[src/rtl/instruction_fetch_unit_if.sv]
// Instruction-memory read port between the fetch unit and a synchronous imem.
interface instruction_fetch_unit_if #(
    parameter int ADDR_WIDTH = 32,
    parameter int DATA_WIDTH = 32
);
    logic [ADDR_WIDTH-1:0] imem_addr;
    logic                  imem_rd_en;
    logic [DATA_WIDTH-1:0] imem_rdata;

    // Fetch unit side: issues address and read strobe, receives the word.
    modport master (
        output imem_addr,
        output imem_rd_en,
        input  imem_rdata
    );

    // Memory side: rdata updates on the edge after an enabled read, else holds.
    modport slave (
        input  imem_addr,
        input  imem_rd_en,
        output imem_rdata
    );
endinterface

[src/rtl/instruction_fetch_unit.sv]
// IF stage: owns the PC, picks sequential/branch/jump next PC, drives the
// synchronous instruction memory and presents instruction + PC+4 to IF/ID.
module instruction_fetch_unit #(
    parameter int                    ADDR_WIDTH = 32,
    parameter int                    DATA_WIDTH = 32,
    parameter logic [ADDR_WIDTH-1:0] RESET_PC   = '0,
    parameter logic [DATA_WIDTH-1:0] HALT_INSTR = '1
) (
    input  logic                  clk,
    input  logic                  reset,
    input  logic                  enable,
    input  logic                  stall,
    input  logic                  branch_taken,
    input  logic [ADDR_WIDTH-1:0] branch_target,
    input  logic                  jump,
    input  logic [ADDR_WIDTH-1:0] jump_target,
    instruction_fetch_unit_if.master imem,
    output logic [ADDR_WIDTH-1:0] pc_out,
    output logic [ADDR_WIDTH-1:0] if_id_pc_plus4,
    output logic [DATA_WIDTH-1:0] if_id_instr,
    output logic                  if_id_valid,
    output logic                  halted
);

    typedef enum logic [1:0] {S_IDLE, S_RUN, S_HALT} state_e;

    state_e                state_q, state_d;
    logic [ADDR_WIDTH-1:0] pc_q, pc_d;
    logic [ADDR_WIDTH-1:0] pc_plus4_q, pc_plus4_d;
    logic                  valid_q, valid_d;

    logic                  run_en;
    logic                  redirect;
    logic                  halt_seen;
    logic                  halt_go;
    logic                  advance;
    logic [ADDR_WIDTH-1:0] seq_pc;
    logic [ADDR_WIDTH-1:0] next_pc;

    // Sequential PC wraps naturally at the address width.
    assign seq_pc = pc_q + ADDR_WIDTH'(4);

    // FSM state register.
    always_ff @(posedge clk) begin
        if (reset) state_q <= S_IDLE;
        else       state_q <= state_d;
    end

    // FSM next state: IDLE waits for enable, RUN leaves only on an unstalled halt.
    always_comb begin
        state_d = state_q;
        case (state_q)
            S_IDLE:  if (enable) state_d = S_RUN;
            S_RUN:   if (halt_go) state_d = S_HALT;
            S_HALT:  state_d = S_HALT;
            default: state_d = S_IDLE;
        endcase
    end

    // FSM outputs / control strobes. Halt beats redirect; redirect beats stall.
    always_comb begin
        run_en          = (state_q == S_RUN) && enable;
        halt_seen       = valid_q && (imem.imem_rdata == HALT_INSTR);
        redirect        = run_en && (jump || branch_taken);
        halt_go         = run_en && halt_seen && !stall;
        advance         = run_en && !halt_seen && (!stall || redirect);
        imem.imem_rd_en = advance;
        halted          = (state_q == S_HALT);
    end

    // Next PC select: jump over branch over sequential, targets word-aligned.
    always_comb begin
        next_pc = seq_pc;
        if (jump)              next_pc = {jump_target[ADDR_WIDTH-1:2], 2'b00};
        else if (branch_taken) next_pc = {branch_target[ADDR_WIDTH-1:2], 2'b00};
    end

    // PC and IF/ID next values: move on advance, drop valid on redirect or halt.
    always_comb begin
        pc_d       = pc_q;
        pc_plus4_d = pc_plus4_q;
        valid_d    = valid_q;
        if (advance) begin
            pc_d       = next_pc;
            pc_plus4_d = seq_pc;
            valid_d    = !redirect;
        end else if (halt_go) begin
            valid_d    = 1'b0;
        end
    end

    // PC and IF/ID registers.
    always_ff @(posedge clk) begin
        if (reset) begin
            pc_q       <= RESET_PC;
            pc_plus4_q <= '0;
            valid_q    <= 1'b0;
        end else begin
            pc_q       <= pc_d;
            pc_plus4_q <= pc_plus4_d;
            valid_q    <= valid_d;
        end
    end

    // Memory address tracks the PC; flushed slots present a NOP.
    always_comb begin
        imem.imem_addr = pc_q;
        pc_out         = pc_q;
        if_id_pc_plus4 = pc_plus4_q;
        if_id_valid    = valid_q;
        if_id_instr    = valid_q ? imem.imem_rdata : '0;
    end

endmodule

[src/flat_wrapper.sv]
// flat-port wrapper written by rule: the top's interface ports become plain ports
module instruction_fetch_unit_flat 
#(
    parameter int                    ADDR_WIDTH = 32,
    parameter int                    DATA_WIDTH = 32,
    parameter logic [ADDR_WIDTH-1:0] RESET_PC   = '0,
    parameter logic [DATA_WIDTH-1:0] HALT_INSTR = '1
)
  (clk, reset, enable, stall, branch_taken, branch_target, jump, jump_target, pc_out, if_id_pc_plus4, if_id_instr, if_id_valid, halted, imem_imem_addr, imem_imem_rd_en, imem_imem_rdata);
  instruction_fetch_unit_if #(.ADDR_WIDTH(ADDR_WIDTH), .DATA_WIDTH(DATA_WIDTH)) imem_i ();
  input  logic clk;
  input  logic reset;
  input  logic enable;
  input  logic stall;
  input  logic branch_taken;
  input  logic [ADDR_WIDTH-1:0] branch_target;
  input  logic jump;
  input  logic [ADDR_WIDTH-1:0] jump_target;
  output logic [ADDR_WIDTH-1:0] pc_out;
  output logic [ADDR_WIDTH-1:0] if_id_pc_plus4;
  output logic [DATA_WIDTH-1:0] if_id_instr;
  output logic if_id_valid;
  output logic halted;
  output wire logic [$bits(imem_i.imem_addr)-1:0] imem_imem_addr;
  output wire logic [$bits(imem_i.imem_rd_en)-1:0] imem_imem_rd_en;
  input wire logic [$bits(imem_i.imem_rdata)-1:0] imem_imem_rdata;
  assign imem_imem_addr = imem_i.imem_addr;
  assign imem_imem_rd_en = imem_i.imem_rd_en;
  assign imem_i.imem_rdata = imem_imem_rdata;
  instruction_fetch_unit #(.ADDR_WIDTH(ADDR_WIDTH), .DATA_WIDTH(DATA_WIDTH), .RESET_PC(RESET_PC), .HALT_INSTR(HALT_INSTR)) u_core (.clk(clk), .reset(reset), .enable(enable), .stall(stall), .branch_taken(branch_taken), .branch_target(branch_target), .jump(jump), .jump_target(jump_target), .imem(imem_i), .pc_out(pc_out), .if_id_pc_plus4(if_id_pc_plus4), .if_id_instr(if_id_instr), .if_id_valid(if_id_valid), .halted(halted));
endmodule
[config.mk]
export PLATFORM = sky130hd
export DESIGN_NAME = instruction_fetch_unit_flat
export DESIGN_NICKNAME = d
export VERILOG_FILES = /design/src/rtl/instruction_fetch_unit_if.sv /design/src/rtl/instruction_fetch_unit.sv /design/src/flat_wrapper.sv
export SDC_FILE = /design/constraint.sdc
export NUM_CORES = 1
export LEC_CHECK = 0
export CAP_MARGIN = 20
export CORE_UTILIZATION = 37
export DETAILED_ROUTE_END_ITERATION = 16
export MAX_ROUTING_LAYER = met4
export PLACE_DENSITY = 0.8
export SYNTH_ARGS = -nofsm -noshare
export SYNTH_HDL_FRONTEND = slang
export SYNTH_SLANG_ARGS = --single-unit
export TNS_END_PERCENT = 1
[constraint.sdc]
create_clock -name clk -period 2 [get_ports clk]
set_input_delay 0.4 -clock clk [delete_from_list [all_inputs] [get_ports clk]]
set_output_delay 0.4 -clock clk [all_outputs]
set_load 0.02 [all_outputs]
## Word level (Yosys, flattened, before mapping)

Index checks and enable logic that the tools add are counted.

| cells by class | value |
|---|---|
| add/subtract/negate cells | 1 |
| eq/ne operators | 5 |
| reduce and logical (&&, ||, !) cells | 15 |
| muxes and demuxes | 8 |

Operators by type and width:

| cell | count |
|---|---|
| $mux W32 | 3 |
| $add A32 B3 Y32 const B | 1 |
| $eq A32 B32 Y1 const B | 1 |
| $logic_and A1 B1 Y1 | 7 |
| $pmux W2 S3 | 1 |
| $mux W2 | 2 |
| $logic_not A1 Y1 | 3 |
| $eq A2 B1 Y1 const B | 1 |
| $eq A2 B2 Y1 const B | 1 |
| $logic_not A2 Y1 | 1 |
| $logic_or A1 B1 Y1 | 2 |
| $mux W1 | 2 |
| $ne A2 B1 Y1 const B | 1 |
| $ne A2 B2 Y1 const B | 1 |
| $reduce_and A2 Y1 | 1 |
| $reduce_bool A2 Y1 | 1 |

| storage, ports and cells | value |
|---|---|
| bits in registers | 67 |
| logic and storage cells | 33 |
| output and inout port bits | 131 |
| bits of input ports | 102 |

## Longest topological paths before layout

Gate-level depths: netlist of the first run.

| depth | value |
|---|---|
| word-level depth | 6 |
| gate-level depth with buffers | 8 |
| gate-level depth less buffers | 7 |

## Least setup slack after synthesis of the first run

Ideal clock, no wire load.

| timing | value |
|---|---|
| path type | input to output |
| start | input port imem_imem_rdata[31] |
| end | output port imem_imem_rd_en |
| stages | 6 |
| buffers on the path | 1 |
| slack | 0.023 ns |
| data required time | 1.600 ns |
| arrival time | 1.577 ns |
| cell sequence | nand4_1 -> nor4_1 -> nand3_1 -> nand2_2 -> inv_2 -> buf_2 |

| between the ends | value |
|---|---|
| cells in the longest elaborated chain, start to end | 5 |

RTL lines:

| item | RTL line | RTL |
|---|---|---|
| start: declaration | flat_wrapper.sv:26 | `input wire logic [$bits(imem_i.imem_rdata)-1:0] imem_imem_rdata;` |
| $eq A32 B32 Y1 | instruction_fetch_unit.sv:63 | `halt_seen = valid_q && (imem.imem_rdata == HALT_INSTR);` |
| $logic_and A1 B1 Y1 | instruction_fetch_unit.sv:63 |  |
| $logic_not A1 Y1 | instruction_fetch_unit.sv:66 | `advance = run_en && !halt_seen && (!stall \|\| redirect);` |
| $logic_and A1 B1 Y1 (2 in series) | instruction_fetch_unit.sv:66 |  |
| end: declaration | flat_wrapper.sv:25 | `output wire logic [$bits(imem_i.imem_rd_en)-1:0] imem_imem_rd_en;` |

Every way passes these cells.

## Final worst setup path of the first run

| timing | value |
|---|---|
| start | input port imem_imem_rdata[2] |
| end | output port imem_imem_rd_en |

The elaborated chain is that of the path after synthesis.

==> impl_metrics.csv, run 1 <==
group,metric,value,unit
routing,routed-via-count,5650,
floorplan,initial_core_util,38.72,%
status,outcome,"complete, but fails checks",
grt,overall_global_routing_resource_usage,29.07,%
clock_tree,cts_buffers,9,
hold_path,worstHoldPathType,"reg2reg",
grt,grt_first_pass_wirelength,28230,um
timing,finalSetupTns,-0.04047,ns
power_and_ir_drop,max-vdd-ir-drop,396.8,uV
synth,synthesis.area,4516,um2
run,max_capacitance_violation_count,0,
layout,design_area,7407,um2
timing,tightestPinTransition,0.5620,ns
grt,grt.busiest_layer,"met2",
layout,layoutNonFillerInstCount,959,
clock_tree,tritoncts,"done",
grt,grt_start_max_net_pins,55,
synth,synth_top_area_cell,"sky130_fd_sc_hd__dfxtp_1",
routing,post-route-drc-count,0,
clock_tree,worst_setup_hold_path_clk_slew,0.06,ns
synth,ys_async_sr_fraction,0,%
synth,synth_most_common_cell,"sky130_fd_sc_hd__a21oi_1",
critical_path,endpoint_kind,"output pin",
placed_design,io_buffers,222,
routing,detail_routed_net_length_per_standard_cell,18.90,um
clock_tree,clock_tree.htree_level_count,3,
critical_path,worst_ep_arrival_time,1.64,ns
floorplan,coreArea,11660,um2
synth,syn-mean-instance-area,7.759,um2
timing,final_hold_viol_count,0,
power_and_ir_drop,p_total,5.932,mW
critical_path,timing.critical_path.required,1.60,ns
grt,groute.layer.met1.usage,33.75,%
routing,avgViaCountPerCell,5.892,
routing,postRouteAntennaNets,0,
floorplan,dieWidth,112.5,um
floorplan,design.die.area,12650,um2
synth,synth_warnings,0,
critical_path,path_max_fanout,2,
timing,timing.final.crit_period,2.040,ns
timing,setup_slack,-0.04047,ns
clock_tree,tritoncts_num_sinks,63,
routing,drt_wl_total,18120,um
floorplan,fp.dieH,112.5,um
timing,slew_viol_final,0,
synth,synth_enable_flop_cells,0,
status,failed_checks,"setup timing",
clock_tree,cts_buffer_depth,2,
grt,antenna_found_initial,0,
critical_path,r2r_slack,0.07,ns
timing,finalCritPeriodShare,102.0,%
grt,globalRoute.totalOverflow,0,
layout,fillCellCount,985,
routing,drt_first_pass_iters,5,
timing,timing.clock.skew,0.006750,ns
clock_tree,worstSkewPairLatency,0.33,ns
timing,unrepaired_setup_endpoints_after_global_routing,"true",
placed_design,total_placed_cells_including_tap_cells,942,
floorplan,floorplan.io_pins,233,
layout,fin_nets,918,
timing,fin_hold_ws,0.5184,ns
layout,flow.area_growth_from_synthesis,64.03,%
timing,max_freq,0.4901,GHz
synth,synthesis.instances,582,
synth,yosys_most_used_dff,"sky130_fd_sc_hd__dfxtp_1",
synth,ys_seq_area_share,27.93,%
placed_design,detailed_place_hpwl,13360,um
timing,setup_violations,1,
grt,gr_met2_demand_resource,48.65,%
placed_design,cell_area_after_placement,7084,um2
grt,fraction_of_met3_tracks_used_by_global_routing,6.210,%
synth,synth_area_leaders,"sky130_fd_sc_hd__dfxtp_1 28%, sky130_fd_sc_hd__a21oi_1 7.1%, sky130_fd_sc_hd__buf_4 6.2%",
grt,first_global_vias,5530,
timing,timing.max_slew.rel_slack,62.49,%
synth,synthTopCellsByCount,"64 x sky130_fd_sc_hd__a21oi_1, 63 x sky130_fd_sc_hd__dfxtp_1, 37 x sky130_fd_sc_hd__buf_4, 37 x sky130_fd_sc_hd__nand2_1, 36 x sky130_fd_sc_hd__clkbuf_1",
synth,synth_top_area_share,27.93,%
clock_tree,clock_tree.root_cell,"sky130_fd_sc_hd__clkbuf_16",
synth,number_of_distinct_library_cells_after_synthesis,62,
routing,detail_route.iter0.violations,438,
synth,ys_ff_latch,63,
layout,share_of_post_route_cells_with_drive_strength_above_1,15.56,%
layout,antenna_cells_inserted,0,
power_and_ir_drop,power.leakage,2.985,nW
power_and_ir_drop,pwr_density_cell,800.9,nW/um2
placed_design,place.gp.congestion,0.9330,
critical_path,critPathLaunchType,"input pin",
critical_path,critical_path_class,"in2out",
floorplan,placementRows,39,
layer usage:
layer	part of all wire, %	wire length (um)
met5	0	0
met1	39	7120
met3	9.3	1687
met2	48	8745
met4	3.1	569
cells by family (layout without fill, tap and decap cells):
kind of cell    count (synthesis)  in the layout  share of synthesized area [%]
compound gates                181            181                          27.35
xor+xnor                       26             26                          5.043
fa+ha+maj                       5              5                          1.385
buf+inv                        99            328                          11.75
flops                          63             63                          27.93
mux                             4              4                         0.9144
other cells                     1              6                        0.08305
simple gates                  203            203                          25.55
layout by cell type, fill, tap and decap left out, types with 6 or more instances in the layout:
cell                              count
sky130_fd_sc_hd__nand4_1             21
sky130_fd_sc_hd__nand2_1             36
sky130_fd_sc_hd__nand3_1             17
sky130_fd_sc_hd__dlygate4sd2_1       50
sky130_fd_sc_hd__a21oi_1             63
sky130_fd_sc_hd__dlymetal6s2s_1      10
sky130_fd_sc_hd__a211oi_1            21
sky130_fd_sc_hd__inv_1                7
sky130_fd_sc_hd__o211ai_1             9
sky130_fd_sc_hd__xnor2_1             19
sky130_fd_sc_hd__and3_1               9
sky130_fd_sc_hd__nor3_1              23
sky130_fd_sc_hd__and2_1              34
sky130_fd_sc_hd__xor2_1               7
sky130_fd_sc_hd__clkbuf_16            9
sky130_fd_sc_hd__o21a_1               6
sky130_fd_sc_hd__clkdlybuf4s50_1    160
sky130_fd_sc_hd__nand2b_1             9
sky130_fd_sc_hd__buf_4               74
sky130_fd_sc_hd__o21ai_0             14
sky130_fd_sc_hd__nor2_1              19
sky130_fd_sc_hd__o31ai_1              7
sky130_fd_sc_hd__dfxtp_1             60
sky130_fd_sc_hd__a311oi_1            12
sky130_fd_sc_hd__o32ai_1              6
sky130_fd_sc_hd__conb_1               6
worst max-delay path, cell delays in order:
cell                              delay [ns]
sky130_fd_sc_hd__clkdlybuf4s50_1        0.49
sky130_fd_sc_hd__nand4_1                0.13
sky130_fd_sc_hd__nor3_4                 0.21
sky130_fd_sc_hd__nand3_4                0.12
sky130_fd_sc_hd__nand2_2                0.10
sky130_fd_sc_hd__inv_2                  0.06
sky130_fd_sc_hd__buf_6                  0.13
final timing paths:
check        cells past startpoint                                   start                                endpoint
max                              7                      imem_imem_rdata[2]                         imem_imem_rd_en
min                              2  u_core.if_id_pc_plus4[11]$_SDFFE_PP0P_  u_core.if_id_pc_plus4[11]$_SDFFE_PP0P_
max reg2reg                      6   u_core.imem.imem_addr[2]$_SDFFE_PP0P_  u_core.imem.imem_addr[20]$_SDFFE_PP0P_
min reg2reg                      2  u_core.if_id_pc_plus4[11]$_SDFFE_PP0P_  u_core.if_id_pc_plus4[11]$_SDFFE_PP0P_
repair_timing:
item	4_1_cts	5_1_grt
pin swaps	8	6
buffers inserted	1	0
hold buffers	0	0
gates resized for setup	64	20
endpoints found under the setup margin	88	24
metrics by stage:
step / worst slack [ns] / utilization (%)
after floorplan: 0.02262 / -
after global placement: -0.6939 / 60.74
after detailed placement: -0.7303 / 60.74
after CTS: -0.09230 / 62.98
after global routing: -0.09172 / 63.51
final: -0.04047 / 63.51
report_power, final:
group / switching (mW) / internal, mW
combinational: 1.47 / 1.32
sequential: 0.186 / 1.51
clock: 0.608 / 0.837
total: 2.27 / 3.67
cell type report:
cell class                      instances  area (um2)  area share (%)
Clock buffer                            9       225.2           3.041
Multi-Input combinational cell        425        2814           37.99
Sequential cell                        63        1265           17.08
Inverter                               10       37.54          0.5068
Tap cell                              143       178.9           2.416
Timing Repair Buffer                  302        2839           38.33
Clock inverter                          7       47.55          0.6419
flip-flops by register name, indices dropped and copies added (netlist names):
signal and cells:
u_core.if_id_pc_plus4 30, u_core.state_q 2, u_core.imem.imem_addr 30, u_core.if_id_valid 1
(Power assumes the default switching activity.)
==> inputs of run 2 (changes only) <==
- CORE_UTILIZATION: 37 -> 41
- PLACE_DENSITY: 0.8 -> 0.84
- clock period: 2 -> 1.9 ns (I/O delays scaled with it)
==> impl_metrics.csv, run 2 (same netlist as run 1, synthesis figures left out) <==
group,metric,value,unit
status,outcome,"complete, but fails checks",
status,failed_checks,"setup timing",
critical_path,endpoint_kind,"output pin",
routing,routed-via-count,5722,
layout,mostFrequentLayoutCell,"sky130_fd_sc_hd__clkdlybuf4s50_1",
floorplan,fp.dieH,106.9,um
timing,slew_viol_final,0,
power_and_ir_drop,internal_power,3.782,mW
critical_path,path_max_fanout,2,
timing,finalCritPeriodShare,100.2,%
clock_tree,clock_tree.root_cell,"sky130_fd_sc_hd__clkbuf_8",
clock_tree,worstSkewPairLatency,0.36,ns
clock_tree,cts_buffers,9,
critical_path,cp.depth,8,
critical_path,cp_slowest_cell,"sky130_fd_sc_hd__nor4_2",
critical_path,reg2reg_from,"u_core.imem.imem_addr[2]$_SDFFE_PP0P_",
placed_design,place.gp.congestion,0.8989,
hold_path,worstHoldPathType,"reg2reg",
timing,timing.final.crit_period,1.904,ns
routing,avgViaCountPerCell,5.899,
critical_path,cp_cell_sequence,"clkdlybuf4s15_1, nand4_1, nor4_2, buf_4, nand3_4, nand2_4, inv_2, buf_6",
timing,max_freq,0.5252,GHz
clock_tree,tritoncts_num_sinks,63,
critical_path,critical_path_class,"in2out",
grt,globalRoute.totalOverflow,0,
critical_path,r2r.worst_path.cells,7,
clock_tree,clock_tree.htree_level_count,3,
grt,first_global_vias,5768,
timing,timing.max_slew.rel_slack,66.07,%
timing,final_hold_viol_count,0,
critical_path,number_of_buffer_and_inverter_stages_on_the_critical_path,4,
layout,layout_common_cells,"132 x sky130_fd_sc_hd__clkdlybuf4s50_1, 92 x sky130_fd_sc_hd__buf_4, 63 x sky130_fd_sc_hd__a21oi_1",
timing,tightestPinTransition,0.5085,ns
layout,share_of_post_route_cells_with_drive_strength_above_1,19.95,%
power_and_ir_drop,pwr_density_cell,811.8,nW/um2
critical_path,critPathLaunchType,"input pin",
critical_path,r2r-end,"u_core.imem.imem_addr[8]$_SDFFE_PP0P_",
power_and_ir_drop,sw_frac_of_total,38.92,%
floorplan,design.die.area,11440,um2
placed_design,detailed_place_hpwl,14520,um
routing,post-route-drc-count,0,
power_and_ir_drop,max-vdd-ir-drop,798.3,uV
routing,drt_first_pass_iters,5,
grt,grt_first_pass_wirelength,30290,um
layout,flow.area_growth_from_synthesis,68.88,%
placed_design,io_buffers,222,
timing,setup_slack,-0.004002,ns
power_and_ir_drop,p_sw,2.409,mW
floorplan,initial_core_util,42.97,%
floorplan,dieWidth,106.9,um
floorplan,coreArea,10510,um2
critical_path,timing.critical_path.required,1.52,ns
power_and_ir_drop,clkPwrFrac,22.1,%
layout,layoutNonFillerInstCount,970,
grt,overall_global_routing_resource_usage,34.78,%
routing,drt_wl_total,19490,um
routing,postRouteAntennaNets,0,
routing,detail_routed_net_length_per_standard_cell,20.09,um
clock_tree,tritoncts,"done",
placed_design,dp_slack,-0.8116,ns
critical_path,capture_point_of_the_worst_path,"imem_imem_rd_en",
grt,antenna_found_initial,2,
run,max_capacitance_violation_count,0,
placed_design,total_placed_cells_including_tap_cells,945,
critical_path,cpLargestDelayFamily,"simple AND/OR/NAND/NOR gates",
grt,grt_start_max_net_pins,55,
floorplan,floorplan.io_pins,233,
power_and_ir_drop,power.leakage,3.471,nW
layout,fin_nets,934,
critical_path,timing.critical_path.slowest_cell_delay,0.30,ns
power_and_ir_drop,seqPwrFrac,29.1,%
clock_tree,worst_setup_hold_path_clk_slew,0.08,ns
floorplan,placementRows,37,
clock_tree,ctsHoldBuffers,0,
critical_path,r2r_slack,0.03,ns
timing,timing.clock.skew,0.01477,ns
timing,unrepaired_setup_endpoints_after_global_routing,"true",
routing,detail_route.iter0.violations,593,
critical_path,cp-startpoint,"imem_imem_rdata[25]",
power_and_ir_drop,power_frac_comb,48.8,%
timing,setup_violations,1,
critical_path,worst_ep_arrival_time,1.52,ns
clock_tree,cts_buffer_depth,2,
-- run 2: changes by cell type in the layout (fill, tap and decap cells not counted), moves of 4 or more --
| cell | delta |
|---|---|
| sky130_fd_sc_hd__dlymetal6s2s_1 | +25 |
| sky130_fd_sc_hd__clkbuf_16 | -9 |
| sky130_fd_sc_hd__clkbuf_8 | +10 |
| sky130_fd_sc_hd__clkdlybuf4s50_1 | -28 |
| sky130_fd_sc_hd__clkdlybuf4s15_1 | +4 |
| sky130_fd_sc_hd__dfxtp_1 | -7 |
| sky130_fd_sc_hd__buf_4 | +18 |
| sky130_fd_sc_hd__dfxtp_2 | +7 |
-- run 2: per-stage QoR --
| step | cell area [um2] | TNS [ns] | utilization [%] | hold slack [ns] | total power [mW] |
|---|---|---|---|---|---|
| floorplan | 4544 | -0.1051 | - | 0.5444 | 3.370 |
| global placement | 7139 | -30.03 | 67.94 | 0.4777 | 4.746 |
| detailed placement | 7139 | -36.60 | 67.94 | 0.4784 | 4.819 |
| CTS | 7411 | -0.4778 | 70.52 | 0.4983 | 6.135 |
| global route | 7626 | -0.7842 | 72.57 | 0.5141 | 6.488 |
| finish | 7626 | -0.004002 | 72.57 | 0.4912 | 6.191 |
-- run 2: what timing repair did --
action                     CTS  global route
pin swaps                    4            13
setup endpoints to repair  106            74
resized for setup           73            66
hold endpoints to repair     0             0
buffers inserted             5             2
-- run 2: worst min-delay path by stage --
stage,from,end,depth (start not counted)
after floorplan,jump_target[17],u_core.imem.imem_addr[17]$_SDFFE_PP0P_,2
after global placement,u_core.if_id_pc_plus4[3]$_SDFFE_PP0P_,u_core.if_id_pc_plus4[3]$_SDFFE_PP0P_,2
after detailed placement,u_core.if_id_pc_plus4[3]$_SDFFE_PP0P_,u_core.if_id_pc_plus4[3]$_SDFFE_PP0P_,2
after CTS,u_core.if_id_pc_plus4[3]$_SDFFE_PP0P_,u_core.if_id_pc_plus4[3]$_SDFFE_PP0P_,2
after global routing,u_core.if_id_pc_plus4[3]$_SDFFE_PP0P_,u_core.if_id_pc_plus4[3]$_SDFFE_PP0P_,2
final,u_core.if_id_pc_plus4[3]$_SDFFE_PP0P_,u_core.if_id_pc_plus4[3]$_SDFFE_PP0P_,2
-- run 2: final cells by class --
cell class	count	area (um2)
Antenna cell	2	5.005
Fill cell	807	2883
Inverter	10	38.79
Timing Repair Buffer	318	3007
Multi-Input combinational cell	425	2902
Clock buffer	10	137.6
Clock inverter	6	92.59
Sequential cell	63	1274
Tap cell	136	170.2
-- run 2: worst reg2reg max path: cells and delay by family (launching register included) --
family / cells / cell delay, ns
fa+ha+maj: 1 / 0.24
xor+xnor: 1 / 0.26
buf+inv: 1 / 0.13
compound gates: 2 / 0.42
simple gates: 2 / 0.37
flops: 1 / 0.37
-- run 2: power groups by stage --
stage	Combinational [mW]	Sequential (mW)	Clock, mW
finish	3.02	1.80	1.37
global route	3.22	1.83	1.43
CTS	2.98	1.79	1.37
detailed placement	3.01	1.81	0
global placement	2.95	1.80	0
floorplan	1.25	2.12	0
-- run 2: per-layer routing --
layer	share of wire (%)	wire length, um	vias to the layer above	global-route usage, %
met5	0	0	-	-
met1	40	7720	2706	43.79
met4	2.5	487	0	12.92
met2	49	9575	352	57.42
li1	-	-	2619	-
met3	8.8	1708	45	3.830
==> inputs of run 3 (changes only) <==
- ABC_AREA: unset -> 1
- CELL_PAD_IN_SITES_DETAIL_PLACEMENT: unset -> 1
- CELL_PAD_IN_SITES_GLOBAL_PLACEMENT: unset -> 2
- CORE_UTILIZATION: 41 -> 19
- PLACE_DENSITY: 0.84 -> 0.82
- REMOVE_ABC_BUFFERS: unset -> 1
==> impl_metrics.csv, run 3 <==
group,metric,value,unit
timing,timing.clock.skew,0.009721,ns
critical_path,cpLargestDelayFamily,"buffers and inverters",
critical_path,cp_slowest_cell,"sky130_fd_sc_hd__clkdlybuf4s50_1",
routing,detail_routed_net_length_per_standard_cell,14.94,um
synth,synth_most_common_cell,"sky130_fd_sc_hd__nand2_1",
run,max_capacitance_violation_count,0,
power_and_ir_drop,max-vdd-ir-drop,334.6,uV
placed_design,io_buffers,222,
synth,synthesis.instances,816,
synth,synth_top_area_share,27.10,%
synth,synth_enable_flop_cells,0,
synth,yosys_most_used_dff,"sky130_fd_sc_hd__dfxtp_1",
floorplan,initial_core_util,19.59,%
routing,met2RoutedLength,9785,um
critical_path,endpoint_kind,"output pin",
routing,top_routing_layer_in_use,"met4",
hold_path,worstHoldPathType,"reg2reg",
routing,drt_first_pass_iters,4,
grt,globalRoute.totalOverflow,0,
critical_path,timing.critical_path.slowest_cell_delay,0.47,ns
critical_path,critical_path_class,"in2out",
timing,unrepaired_setup_endpoints_after_global_routing,"true",
timing,setup_violations,0,
synth,ys_async_sr_fraction,0,%
timing,timing.max_slew.rel_slack,58.53,%
layout,mostFrequentLayoutCell,"sky130_fd_sc_hd__nand2_1",
synth,ys_seq_area_share,27.10,%
layout,share_of_post_route_cells_with_drive_strength_above_1,11.14,%
routing,drt_wl_total,20330,um
routing,post-route-drc-count,0,
timing,timing.final.crit_period,1.900,ns
layout,fillCellCount,2999,
routing,routed-via-count,5610,
floorplan,design.die.area,25120,um2
floorplan,fp.dieH,158.5,um
clock_tree,cts_buffers,9,
power_and_ir_drop,pwr_density_cell,860.9,nW/um2
clock_tree,tritoncts,"done",
clock_tree,cts_buffer_depth,2,
clock_tree,tritoncts_num_sinks,63,
layout,fin_nets,1143,
timing,slew_viol_final,0,
critical_path,cp_cell_sequence,"clkdlybuf4s50_1, nand2_1, inv_2, nand3_4, nor2_4, nand2_4, nand2_4, inv_4, buf_6",
floorplan,floorplan.io_pins,233,
synth,number_of_distinct_library_cells_after_synthesis,35,
timing,tightestPinTransition,0.6220,ns
placed_design,detailed_place_hpwl,15680,um
synth,synth_top_area_cell,"sky130_fd_sc_hd__dfxtp_1",
layout,final_core_utilization,32.57,%
critical_path,critPathLaunchType,"input pin",
synth,synth_area_leaders,"sky130_fd_sc_hd__dfxtp_1 27%, sky130_fd_sc_hd__nand2_1 19%, sky130_fd_sc_hd__nor2_1 14%",
floorplan,dieWidth,158.5,um
synth,synth_warnings,0,
power_and_ir_drop,p_total,6.660,mW
grt,grt_start_max_net_pins,65,
routing,avgViaCountPerCell,4.122,
placed_design,place.gp.congestion,0.8166,
synth,syn-mean-instance-area,5.702,um2
critical_path,worst_ep_arrival_time,1.52,ns
timing,max_freq,0.5264,GHz
grt,overall_global_routing_resource_usage,16.64,%
synth,synthesis.area,4653,um2
floorplan,placementRows,56,
clock_tree,clock_tree.htree_level_count,3,
synth,ys_ff_latch,63,
grt,grt_first_pass_wirelength,30700,um
routing,met1_length,9487,um
critical_path,timing.critical_path.required,1.52,ns
timing,finalCritPeriodShare,99.99,%
floorplan,coreArea,23750,um2
critical_path,timing.critical_path.mode_cell,"sky130_fd_sc_hd__nand2_4",
clock_tree,clock_tree.root_cell,"sky130_fd_sc_hd__clkbuf_16",
routing,detail_route.iter0.violations,234,
layout,layout_common_cells,"232 x sky130_fd_sc_hd__nand2_1, 166 x sky130_fd_sc_hd__nor2_1, 136 x sky130_fd_sc_hd__clkdlybuf4s50_1",
critical_path,number_of_buffer_and_inverter_stages_on_the_critical_path,4,
routing,dr_wl_met3,837,um
status,outcome,"complete, no violations",
grt,antenna_found_initial,1,
synth,synthTopCellsByCount,"235 x sky130_fd_sc_hd__nand2_1, 175 x sky130_fd_sc_hd__nor2_1, 86 x sky130_fd_sc_hd__inv_1, 63 x sky130_fd_sc_hd__dfxtp_1, 44 x sky130_fd_sc_hd__nand3_1",
grt,first_global_vias,5473,
layout,flow.area_growth_from_synthesis,66.25,%
clock_tree,worst_setup_hold_path_clk_slew,0.06,ns
critical_path,path_max_fanout,3,
timing,final_hold_viol_count,0,
power_and_ir_drop,power.leakage,4.131,nW
routing,postRouteAntennaNets,0,
clock_tree,worstSkewPairLatency,0.34,ns
## run 3: cell types whose count changed in the layout (fill, tap and decap cells not counted), sizes merged, moves of 22 or more
cell,change
nand2,+204
o21ai,+30
nor3,-27
and2,-28
buf,-45
a211oi,-22
a21oi,-22
inv,+79
nand3,+25
nor2,+163
## run 3: path summary, 6_finish.rpt
kind,start,endpoint,slack (ns),depth (start not counted)
worst max-delay path,imem_imem_rdata[8],imem_imem_rd_en,0.0002,9
worst min-delay path,u_core.if_id_pc_plus4[28]$_SDFFE_PP0P_,u_core.if_id_pc_plus4[28]$_SDFFE_PP0P_,0.48,2
worst max register to register,u_core.imem.imem_addr[2]$_SDFFE_PP0P_,u_core.imem.imem_addr[19]$_SDFFE_PP0P_,0.12,10
worst min register to register,u_core.if_id_pc_plus4[28]$_SDFFE_PP0P_,u_core.if_id_pc_plus4[28]$_SDFFE_PP0P_,0.48,2
## run 3: kinds of logic (layout without fill, tap and decap cells)
logic type	after synthesis	in the layout	synth area share (%)
AOI/OAI and AO/OA	94	94	10.73
xor gates and xnor gates	8	8	1.506
adders and majority gates	5	5	1.344
buffers and inverters	161	381	16.70
DFF	63	63	27.10
other	1	7	0.08059
and+or+nand+nor	484	484	42.54
## run 3: tightest hold or removal path, delay by kind of cell (launching register included)
kind / cells / cell delay (ns)
AOI/OAI and AO/OA: 1 / 0.05
and+or+nand+nor: 1 / 0.07
DFF: 1 / 0.32
## run 3: metrics by stage
step | setup WS (ns) | hold WS, ns | cell area, um2 | cells | setup TNS [ns]
3_3_place_gp | -0.6637 | 0.4619 | 7258 | 1342 | -28.36
5_1_grt | -0.05495 | 0.4994 | 7736 | 1361 | -0.1736
4_1_cts | -0.2453 | 0.4818 | 7501 | 1358 | -1.494
3_5_place_dp | -0.6917 | 0.4648 | 7258 | 1342 | -30.54
2_1_floorplan | -0.7815 | 0.4424 | 4234 | 750 | -37.90
6_report | 0.0001734 | 0.4781 | 7736 | 1361 | 0
## run 3: layout make-up
type	instances	area [um2]	share of cell area [%]
clock buffer	10	229.0	2.960
antenna	1	2.502	0.03235
timing repair buffer	275	2725	35.23
clock inverter	6	37.54	0.4852
tap	319	399.1	5.159
multi-input combinational	597	2739	35.40
inverter	90	341.6	4.415
sequential	63	1262	16.32
## run 3: power breakdown
group          switching, mW  internal (mW)
Clock                  0.668          0.876
Combinational           1.82           1.45
Sequential             0.247           1.60
Total                   2.74           3.92
## run 3: timing repair
item | 4_1_cts | 5_1_grt
resized for setup | 57 | 73
pin swaps | 0 | 16
buffers inserted | 0 | 2
setup endpoints to repair | 91 | 85
hold buffers | 0 | 0
## run 3: per-layer routing
layer	up-vias	GRT usage, %
met4	0	3.342
met5	-	-
li1	2902	-
met1	2576	21.18
met2	119	27.13
met3	13	3.402
